<file path="src/rtl/divider.sv">
// Iterative radix-2 restoring divider for RV32M DIV/DIVU/REM/REMU.
// One quotient bit per clock; divide-by-zero and signed overflow finish in one cycle.
module divider #(
    parameter int XLEN = 32
) (
    input  logic            clk,
    input  logic            rst,
    input  logic            start,
    input  logic [1:0]      op,
    input  logic [XLEN-1:0] a,
    input  logic [XLEN-1:0] b,
    output logic            busy,
    output logic            done,
    output logic [XLEN-1:0] result
);

    localparam int CNT_W = $clog2(XLEN);
    localparam logic [XLEN-1:0] MIN_NEG = {1'b1, {(XLEN-1){1'b0}}};

    typedef enum logic [1:0] {
        S_IDLE,
        S_CALC,
        S_DONE
    } state_t;

    state_t state_q, state_d;

    logic [CNT_W-1:0] cnt_q, cnt_d;
    logic             done_q, done_d;
    logic [XLEN-1:0]  result_q, result_d;

    // Datapath registers carry no reset; they are always reloaded on accept.
    logic [XLEN-1:0]  rem_q, rem_d;
    logic [XLEN-1:0]  quo_q, quo_d;
    logic [XLEN-1:0]  div_q, div_d;
    logic             q_neg_q, q_neg_d;
    logic             r_neg_q, r_neg_d;
    logic             sel_rem_q, sel_rem_d;

    logic             accept;
    logic             signed_op;
    logic             div_zero;
    logic             overflow;
    logic             special;
    logic             last_iter;
    logic [XLEN:0]    shifted;
    logic [XLEN:0]    trial;

    function automatic logic [XLEN-1:0] abs_val(input logic signed [XLEN-1:0] x);
        logic signed [XLEN-1:0] neg;
        neg = -x;
        return x[XLEN-1] ? $unsigned(neg) : $unsigned(x);
    endfunction

    function automatic logic [XLEN-1:0] cond_neg(input logic [XLEN-1:0] x, input logic neg);
        return neg ? (~x + {{(XLEN-1){1'b0}}, 1'b1}) : x;
    endfunction

    assign accept    = start && (state_q == S_IDLE);
    assign signed_op = ~op[0];
    assign div_zero  = (b == '0);
    assign overflow  = signed_op && (a == MIN_NEG) && (b == '1);
    assign special   = div_zero || overflow;
    assign last_iter = (state_q == S_CALC) && (cnt_q == CNT_W'(XLEN-1));

    // State register
    always_ff @(posedge clk or posedge rst) begin
        if (rst) begin
            state_q  <= S_IDLE;
            cnt_q    <= '0;
            done_q   <= 1'b0;
            result_q <= '0;
        end else begin
            state_q  <= state_d;
            cnt_q    <= cnt_d;
            done_q   <= done_d;
            result_q <= result_d;
        end
    end

    // Next-state logic. S_DONE is the single finishing cycle that signs and
    // selects the answer; done is registered out of it one edge later.
    always_comb begin
        state_d = state_q;
        cnt_d   = cnt_q;
        unique case (state_q)
            S_IDLE: begin
                if (accept) begin
                    state_d = special ? S_DONE : S_CALC;
                    cnt_d   = '0;
                end
            end
            S_CALC: begin
                cnt_d = cnt_q + CNT_W'(1);
                if (last_iter) begin
                    state_d = S_DONE;
                end
            end
            S_DONE: begin
                state_d = S_IDLE;
            end
            default: begin
                state_d = S_IDLE;
            end
        endcase
    end

    // Output logic
    always_comb begin
        busy     = (state_q != S_IDLE);
        done     = done_q;
        result   = result_q;
        done_d   = 1'b0;
        result_d = result_q;
        if (state_q == S_DONE) begin
            done_d   = 1'b1;
            result_d = sel_rem_q ? cond_neg(rem_q, r_neg_q) : cond_neg(quo_q, q_neg_q);
        end
    end

    // Iteration step: shift {rem,quo} left and trial-subtract the divisor in XLEN+1 bits.
    always_comb begin
        shifted = {rem_q, quo_q[XLEN-1]};
        trial   = shifted - {1'b0, div_q};
    end

    always_comb begin
        rem_d     = rem_q;
        quo_d     = quo_q;
        div_d     = div_q;
        q_neg_d   = q_neg_q;
        r_neg_d   = r_neg_q;
        sel_rem_d = sel_rem_q;
        if (accept) begin
            sel_rem_d = op[1];
            div_d     = b;
            if (div_zero) begin
                // Preload the architectural answers so S_DONE needs no special path.
                quo_d   = '1;
                rem_d   = a;
                q_neg_d = 1'b0;
                r_neg_d = 1'b0;
            end else if (overflow) begin
                quo_d   = MIN_NEG;
                rem_d   = '0;
                q_neg_d = 1'b0;
                r_neg_d = 1'b0;
            end else begin
                quo_d   = signed_op ? abs_val(a) : a;
                div_d   = signed_op ? abs_val(b) : b;
                rem_d   = '0;
                q_neg_d = signed_op && (a[XLEN-1] ^ b[XLEN-1]);
                r_neg_d = signed_op && a[XLEN-1];
            end
        end else if (state_q == S_CALC) begin
            if (!trial[XLEN]) begin
                rem_d = trial[XLEN-1:0];
                quo_d = {quo_q[XLEN-2:0], 1'b1};
            end else begin
                rem_d = shifted[XLEN-1:0];
                quo_d = {quo_q[XLEN-2:0], 1'b0};
            end
        end
    end

    always_ff @(posedge clk) begin
        rem_q     <= rem_d;
        quo_q     <= quo_d;
        div_q     <= div_d;
        q_neg_q   <= q_neg_d;
        r_neg_q   <= r_neg_d;
        sel_rem_q <= sel_rem_d;
    end

endmodule
</file>
<file path="config.mk">
export PLATFORM = sky130hd
export DESIGN_NAME = divider
export DESIGN_NICKNAME = d
export VERILOG_FILES = /design/src/rtl/divider.sv
export SDC_FILE = /design/constraint.sdc
export NUM_CORES = 1
export LEC_CHECK = 0
export ABC_CLOCK_PERIOD_IN_PS = 4170
export CAP_MARGIN = 15
export CORE_MARGIN = 2
export CORE_UTILIZATION = 54
export DETAILED_ROUTE_END_ITERATION = 10
export PLACE_DENSITY = 0.86
export SYNTH_ARGS = -nofsm -noshare
export SYNTH_HDL_FRONTEND = slang
export SYNTH_SLANG_ARGS = --single-unit
</file>
<file path="constraint.sdc">
create_clock -name clk -period 4.17 [get_ports clk]
set_input_delay 0.834 -clock clk [delete_from_list [all_inputs] [get_ports clk]]
set_output_delay 0.834 -clock clk [all_outputs]
set_load 0.02 [all_outputs]
</file>
# After elaboration in Yosys (flattened, before gate mapping)
# Cells that the tools add are included.
dict set report classes {
  n_addsub 6
  n_eq_ne 7
  muxes 25
  bitwise 4
  n_reduce_logical 15
}
# cell count
set ops {}
lappend ops {{$mux W32} 17}
lappend ops {{$add A32 B1 Y32 const B} 2}
lappend ops {{$eq A32 B32 Y1 const B} 2}
lappend ops {{$neg A32 Y32} 2}
lappend ops {{$not A32 Y32} 2}
lappend ops {{$sub A33 B32 Y33} 1}
lappend ops {{$logic_not A32 Y1} 1}
lappend ops {{$pmux W5 S2} 1}
lappend ops {{$logic_and A1 B1 Y1} 6}
lappend ops {{$mux W2} 3}
lappend ops {{$reduce_bool A2 Y1} 3}
lappend ops {{$add A5 B1 Y5 const B} 1}
lappend ops {{$eq A5 B5 Y1 const B} 1}
lappend ops {{$mux W5} 1}
lappend ops {{$ne A2 B2 Y1 const B} 2}
lappend ops {{$pmux W2 S2} 1}
lappend ops {{$reduce_and A2 Y1} 2}
lappend ops {{$eq A2 B1 Y1 const B} 1}
lappend ops {{$eq A2 B2 Y1 const B} 1}
lappend ops {{$logic_not A2 Y1} 1}
lappend ops {{$mux W1} 2}
lappend ops {{$reduce_or A2 Y1} 1}
lappend ops {{$logic_or A1 B1 Y1} 1}
lappend ops {{$not A1 Y1} 1}
lappend ops {{$xor A1 B1 Y1} 1}
dict set report totals {
  reg_bits 139
  inputBits 69
  out_inout_bits 34
  wordCells 67
}

# Logic depth before layout (Yosys ltp)
# Gate-level depths: netlist (run 1).
dict set report logic_depth {
  depth_word 7
  depth_mapped 14
  ltp_nobuf 13
}

# Least setup slack after synthesis (run 1)
# No wires, ideal clock.
dict set report synth_timing {
  kind {in2reg}
  from {in b[6]}
  to {reg rem_q[8], data pin}
  setup_time_ns 0.135
  arrival_time_ns 3.408
  required_time_ns 4.035
  setup_slack_ns 0.626
  cell_stages 12
  n_path_buf 3
  cell_sequence {or4_4 -> nor4_4 -> nand2b_1 -> or3_1 -> or3_1 -> or2_1 -> buf_2 -> nor3b_4 -> buf_6 -> buf_6 -> nand3_1 -> nand3_1}
}
dict set report synth_via {
  elab_chain_cells 3
}
# item line_no
set synth_rtl {}
lappend synth_rtl {{start, declared} 11} ;# input logic [XLEN-1:0] b,
lappend synth_rtl {{$logic_not A32 Y1} 61} ;# assign div_zero = (b == '0);
lappend synth_rtl {{$mux W32} 137} ;# if (div_zero) begin
lappend synth_rtl {{$mux W32} 134} ;# if (accept) begin
lappend synth_rtl {{named net rem_d[8]} 33} ;# logic [XLEN-1:0] rem_q, rem_d;
lappend synth_rtl {{end signal, assigned} 167} ;# rem_q <= rem_d;
lappend synth_rtl {{end, declared} 33}
# The timed path passes the listed nets, and every way through them passes these cells.
# A chain may end at the register's enable or synchronous reset.

# Worst setup path after layout (run 1)
dict set report layout_timing {
  from {in b[6]}
  to {reg quo_q[9], data pin}
}
dict set report layout_via {
  elab_chain_cells 5
  elab_cells_between_ends 6
  classes_between {eq/ne (1); mux (3); reduce/logical (2)}
}
# item line_no
set layout_rtl {}
lappend layout_rtl {{$eq A32 B32 Y1} 62} ;# assign overflow = signed_op && (a == MIN_NEG) && (b == '1);
lappend layout_rtl {{$logic_and A1 B1 Y1} 62}
lappend layout_rtl {{$mux W32} 143} ;# end else if (overflow) begin
lappend layout_rtl {{$mux W32 *} 137}
lappend layout_rtl {{$mux W32 *} 134}
lappend layout_rtl {{named net quo_d[9]} 34} ;# logic [XLEN-1:0] quo_q, quo_d;
lappend layout_rtl {{end signal, assigned} 168} ;# quo_q <= quo_d;
lappend layout_rtl {{end, declared} 34}
# Mark *: on every way through the listed nets, which the timed path passes. The rest lies on a longest branch.

==> results.cfg, run 1 <==
[worst_setup_path]
path_class = input port to flip-flop
r2r_slack_ps = 480
startpoint_type = input port
r2r_cells = 15
cp-end-kind = flip-flop
worstPathArrival_ps = 4110
worstPathMaxFanout = 22
cp.required_ps = 4420

[clock_tree]
cts_tree = yes
cts-root-buf = clkbuf_16
cts_resized = 0
cts_max_path_buffers = 2
cts_buffers = 17
clock_sinks = 139
clock_latency_ps = 420
ctsHoldBuffers = 0
cts_setup_buffers = 0
htreeDepth = 4
clk_pin_slew_ps = 60

[global_routing]
grt_pass1_wl_mm = 41.9
use_met1_pct = 36.2
track_usage_pct = 26.2
grt_max_degree = 66
gr-usage-met3_pct = 4.21
grt_busiest_layer = met2
antenna_found_initial = 0
grt_use_met2_pct = 40.7
grt_pass1_vias = 8353
grt.overflow.total = 0

[synth]
syn-num-nets = 1315
syn_avg_cell_area_um2 = 8.54
netlist_instances = 1206
netlist.area_leader.share_pct = 28.8
synth_seq_area_share_pct = 38.6
synthesis.area_mm2 = 0.0103
ys_ff_latch = 139
ys.flop_type = edfxtp_1
synthDistinctLibCells = 59
yosys.area.top_type = edfxtp_1
ys_async_sr_fraction_pct = 28.8
synth_edf_count = 99
synth_warnings = 0
synth.area.top_cells = edfxtp_1 29%, dfrtp_1 9.7%, xnor2_1 6.6%

[detailed_routing]
vias_per_cell = 5.97
route.detailed.drc = 0
drt_iter0_drc = 897
vias = 9397
routed_wl_mm = 25.9
first_pass_iters = 5
avgRoutedWirePerCell_um = 16.5
drtAntennaViolNets = 0

[worst_hold_path]
hold_path.class = flip-flop to flip-flop
hold_depth = 2

[place]
gp_congestion = 0.899
place_hpwl_mm = 20.0
numPortBuffers = 102
dp_cells = 1543

[power_and_ir_drop]
power.density_mw_per_mm2 = 670
vdd_drop_max_mv = 0.380
power_mw = 8.30
p_leak_nw = 5.00

[sta]
finalMaxSlewViolations = 0
max_freq_mhz = 259
finalCriticalPeriod_ps = 3860
setup_viol = 0
rsz0062_at_grt = false
clock_skew_ps = 7.71
holdWs_ps = 478
fin_crit_sh_pct = 92.5
worst_pin_slew_ps = 1040
relSlewSlack_pct = 31.0
finalHoldViolations = 0

[run]
drv_cap = 0

[die]
start_util_pct = 55.1
io_pins = 103
core_mm2 = 0.0187
die_h_um = 142
die_x_um = 142
rows = 50
die-area_mm2 = 0.0202

[layout]
final_util_pct = 66.3
drive_gt1_share_pct = 8.05
final_net_count = 1437
seqCellArea_mm2 = 0.00397
fin_cells = 1575
final.fill_count = 1462
n_antenna_cell = 0
syn_to_final_growth_pct = 20.3
multi_input_area_mm2 = 0.00588

[outcome]
status = finished, final reports clean
-- flip-flops by register name (all words and copies together) (netlist names), 2 cells and up --
name     cells
rem_q       32
cnt_q        5
div_q       32
result      32
state_q      2
quo_q       32
-- cell usage after synthesis (4+ instances only) --
master,count
mux2i_1,8
o31ai_1,30
or4_1,9
and3_1,9
nor4_1,5
o21a_1,6
nor3_1,16
xor2_1,64
nand4_1,17
xnor2_1,78
o211ai_1,11
nand2b_1,20
nand2_1,174
nor2b_1,7
o41ai_1,12
o21bai_1,5
dfrtp_1,40
inv_1,54
edfxtp_1,99
a21o_1,10
a31oi_1,21
ha_1,39
o21ai_0,130
nand3_1,38
nor2_1,70
mux2_2,4
a21oi_1,110
or3_1,19
clkbuf_1,50
-- final cells by class --
class	instances	share of cell area [%]
Clock buffer	24	3.97
Clock inverter	8	0.343
Timing Repair Buffer	162	12.1
Multi-Input combinational cell	953	47.5
Inverter	55	1.67
Tap cell	234	2.36
Sequential cell	139	32.1
-- metal layers --
metal / up-vias / part of all wire (%)
li1: 4576 / -
met1: 4283 / 42
met2: 480 / 45
met3: 58 / 9.6
met4: 0 / 3.2
met5: - / 0
-- layout by cell type, fill, tap and decap left out, types with 38 or more instances in the layout --
cell type and n:
nor2_1 70, inv_1 54, ha_1 39, dfrtp_1 40
nand2_1 172, xnor2_1 78, a21oi_1 110, nand3_1 38
clkdlybuf4s50_1 102, o21ai_0 130, edfxtp_1 99, xor2_1 64
buf_4 57
-- through the flow --
| stage | worst slack (ps) | cell area [um^2] | setup TNS [ps] |
|---|---|---|---|
| 6_report | 314 | 12400 | 0 |
| 5_1_grt | 127 | 12400 | 0 |
| 4_1_cts | 388 | 12400 | 0 |
| 3_5_place_dp | -58.2 | 11900 | -404 |
| 3_3_place_gp | -49.0 | 11800 | -160 |
| 2_1_floorplan | 626 | 10300 | 0 |
-- power by group --
part / internal [mW] / switching (mW)
Combinational: 1.87 / 2.35
Clock: 0.813 / 0.551
Sequential: 2.19 / 0.521
Total: 4.87 / 3.43
-- worst paths after layout --
check | startpoint | endpoint
setup / recovery | b[6] | quo_q[9]$_DFFE_PP_
hold / removal | result[1]$_DFFE_PP0P_ | result[1]$_DFFE_PP0P_
setup reg to reg | rem_q[4]$_DFFE_PP_ | rem_q[26]$_DFFE_PP_
hold reg to reg | result[1]$_DFFE_PP0P_ | result[1]$_DFFE_PP0P_
max in group asynchronous | rst | result[28]$_DFFE_PP0P_
min in group asynchronous | rst | cnt_q[4]$_DFFE_PP0P_
-- worst max-delay path, cell delays in order --
cell	delay (ps)
clkdlybuf4s50_1	420
or4_4	580
nor4_4	180
nand2b_1	110
or3_1	360
or3_1	380
or2_1	290
nor3b_4	340
buf_4	320
a21oi_1	90
o21ai_0	200
-- logic make-up (layout without fill, tap and decap cells) --
kind of cell    after synthesis  in the layout  share of synthesized area (%)
flops                       139            139                           38.6
mux                          12             12                           1.21
xor+xnor                    144            144                           12.4
compound gates              357            357                           20.3
fa+ha+maj                    40             40                           4.93
simple gates                400            400                           18.2
buf+inv                     114            249                           4.43
(Power assumes the default switching activity.)
==> inputs of run 2 (changes only) <==
--- a/config.mk
+++ b/config.mk
@@ -10,6 +10,7 @@
 export CORE_MARGIN = 2
 export CORE_UTILIZATION = 54
 export DETAILED_ROUTE_END_ITERATION = 10
+export HOLD_SLACK_MARGIN = 0.12
 export PLACE_DENSITY = 0.86
 export SYNTH_ARGS = -nofsm -noshare
 export SYNTH_HDL_FRONTEND = slang
==> results of run 2 <==
Final layout, timing and power as in run 1 (identical DEF).
==> inputs of run 3 (changes only) <==
--- a/config.mk
+++ b/config.mk
@@ -6,12 +6,13 @@
 export NUM_CORES = 1
 export LEC_CHECK = 0
 export ABC_CLOCK_PERIOD_IN_PS = 4170
-export CAP_MARGIN = 15
+export CAP_MARGIN = 20
 export CORE_MARGIN = 2
 export CORE_UTILIZATION = 54
 export DETAILED_ROUTE_END_ITERATION = 10
 export HOLD_SLACK_MARGIN = 0.12
 export PLACE_DENSITY = 0.86
+export SETUP_SLACK_MARGIN = 0.3
 export SYNTH_ARGS = -nofsm -noshare
 export SYNTH_HDL_FRONTEND = slang
 export SYNTH_SLANG_ARGS = --single-unit
==> run 3 against run 2 <==
Sequential share of layout area decreased by 0.22 points. Die area stayed put. Routed wire length grew 0.62%. Largest cell class unchanged. Cell area up 0.68%. Cell count increased by 0.13%. Global-route usage did not move.
==> results.cfg, run 3 (synthesis results as in run 1) <==
[outcome]
status = finished, final reports clean

[layout]
seqCellArea_mm2 = 0.00397
fin_area_mm2 = 0.0125
multi_input_area_mm2 = 0.00591
syn_to_final_growth_pct = 21.1
final.fill_count = 1458
final_cell_mix = 172 x nand2_1, 130 x o21ai_0, 110 x a21oi_1, 102 x clkdlybuf4s50_1, 99 x edfxtp_1
final_net_count = 1439
n_antenna_cell = 0
drive_gt1_share_pct = 8.27
final_common_cell = nand2_1

[worst_setup_path]
cp-end-kind = flip-flop
path_class = input port to flip-flop
worstPathMaxFanout = 22
r2r_slack_ps = 450
worstPathArrival_ps = 4010
cp.required_ps = 4430
slowest_stage = or4_4
r2r_cells = 15
reg2reg_to = rem_q[19]$_DFFE_PP_
startpoint_type = input port
crit_buf_inv = 3
cp_top_family = simple AND/OR/NAND/NOR gates
cp_slowest_stage_delay_ps = 580
crit_chain = clkdlybuf4s50_1 > or4_4 > nor4_4 > nand2b_1 > or3_4 > or3_1 > or2_1 > nor3b_4 > buf_6 > buf_8 > a21oi_1 > a31oi_1
r2r_start = rem_q[4]$_DFFE_PP_

[sta]
rsz0062_at_grt = false
finalMaxSlewViolations = 0
setup_viol = 0
relSlewSlack_pct = 30.2
max_freq_mhz = 266
holdWs_ps = 479
clock_skew_ps = 7.11
finalCriticalPeriod_ps = 3750
worst_pin_slew_ps = 1050
fin_crit_sh_pct = 90.0
finalHoldViolations = 0

[detailed_routing]
drtAntennaViolNets = 0
avgRoutedWirePerCell_um = 16.5
routed_wl_mm = 26.1
route.detailed.drc = 0
vias_per_cell = 5.97
drt_iter0_drc = 923
vias = 9415
first_pass_iters = 8

[clock_tree]
cts_max_path_buffers = 2
clock_sinks = 139
cts_tree = yes
htreeDepth = 4
cts_buffers = 17
clock_latency_ps = 420
clk_pin_slew_ps = 60
cts-root-buf = clkbuf_16

[global_routing]
track_usage_pct = 26.2
antenna_found_initial = 0
grt_pass1_vias = 8353
grt.overflow.total = 0
grt_pass1_wl_mm = 41.9
grt_max_degree = 66

[die]
die_x_um = 142
die-area_mm2 = 0.0202
rows = 50
core_mm2 = 0.0187
die_h_um = 142
start_util_pct = 55.1
io_pins = 103

[worst_hold_path]
hold_start = result[1]$_DFFE_PP0P_
hold_end = result[1]$_DFFE_PP0P_
hold_depth = 2
hold_path.class = flip-flop to flip-flop

[run]
drv_cap = 0

[power_and_ir_drop]
switching_share_pct = 41.4
p_sw_mw = 3.45
power_frac_comb_pct = 51.1
p_leak_nw = 5.03
power.density_mw_per_mm2 = 669
p_int_mw = 4.89
p_seq_share_pct = 32.6
power_mw = 8.35
vdd_drop_max_mv = 0.380
pwr-share-clk_pct = 16.4

[place]
numPortBuffers = 102
gp_congestion = 0.899
place_hpwl_mm = 20.0
placedInstanceArea_mm2 = 0.0119
## run 3: worst max path at each step
| stage | start | end | slack, ps | cells past startpoint |
|---|---|---|---|---|
| 6_report | b[6] | rem_q[19]$_DFFE_PP_ | 420 | 12 |
| 4_1_cts | b[6] | rem_q[6]$_DFFE_PP_ | 390 | 11 |
| 5_1_grt | b[0] | div_q[10]$_DFFE_PP_ | 310 | 10 |
| 3_3_place_gp | quo_q[31]$_DFFE_PP_ | rem_q[29]$_DFFE_PP_ | -50 | 14 |
| 3_5_place_dp | b[6] | rem_q[6]$_DFFE_PP_ | -60 | 11 |
| 2_1_floorplan | b[6] | rem_q[8]$_DFFE_PP_ | 630 | 12 |
## run 3: per-stage QoR
stage               setup slack (ps)  setup TNS, ps  std cells  util, %
finish                           417              0       1577     66.7
global route                     308              0       1577     66.7
CTS                              388              0       1575     66.3
detailed placement             -58.2           -404       1543     63.4
global placement               -49.0           -160       1542     63.3
floorplan                        626              0       1206        -
## run 3: repair_timing
item	4_1_cts	5_1_grt
setup buffers	0	1
hold buffers	0	0
endpoints found under the setup margin	0	57
resized for setup	0	9
## run 3: worst register-to-register path, cell delays in order, from the launching register on
cell and delay, ps:
edfxtp_1 440, ha_1 390, a21o_1 220, or3_1 340
o21a_1 210, a31o_2 260, a21oi_1 220, o31ai_1 100
buf_4 150, a31oi_4 240, buf_4 160, xor2_2 120
buf_4 200, buf_4 210, nand2_1 90, a31oi_1 210
## run 3: cell type report
class	instances	share of cell area (%)
well taps	234	2.35
clock buffers	24	3.94
flip-flops and latches	139	31.8
clock inverters	8	0.341
repair buffers	164	12.5
multi-input cells	953	47.3
inverters	55	1.65
## run 3: metal layers
layer,share of wire (%),up-vias,global-route usage (%)
li1,-,4587,-
met1,42,4250,36.2
met2,46,520,40.7
met3,9.3,58,4.21
met4,3.2,0,11.7
met5,0,-,0
## run 3: power groups by stage
stage / registers (mW) / logic (mW) / clock network, mW
after floorplan: 2.62 / 2.83 / 0
after global placement: 2.67 / 3.94 / 0
after detailed placement: 2.71 / 4.11 / 0
after CTS: 2.68 / 4.15 / 1.38
after global routing: 2.76 / 4.69 / 1.43
final: 2.72 / 4.26 / 1.36
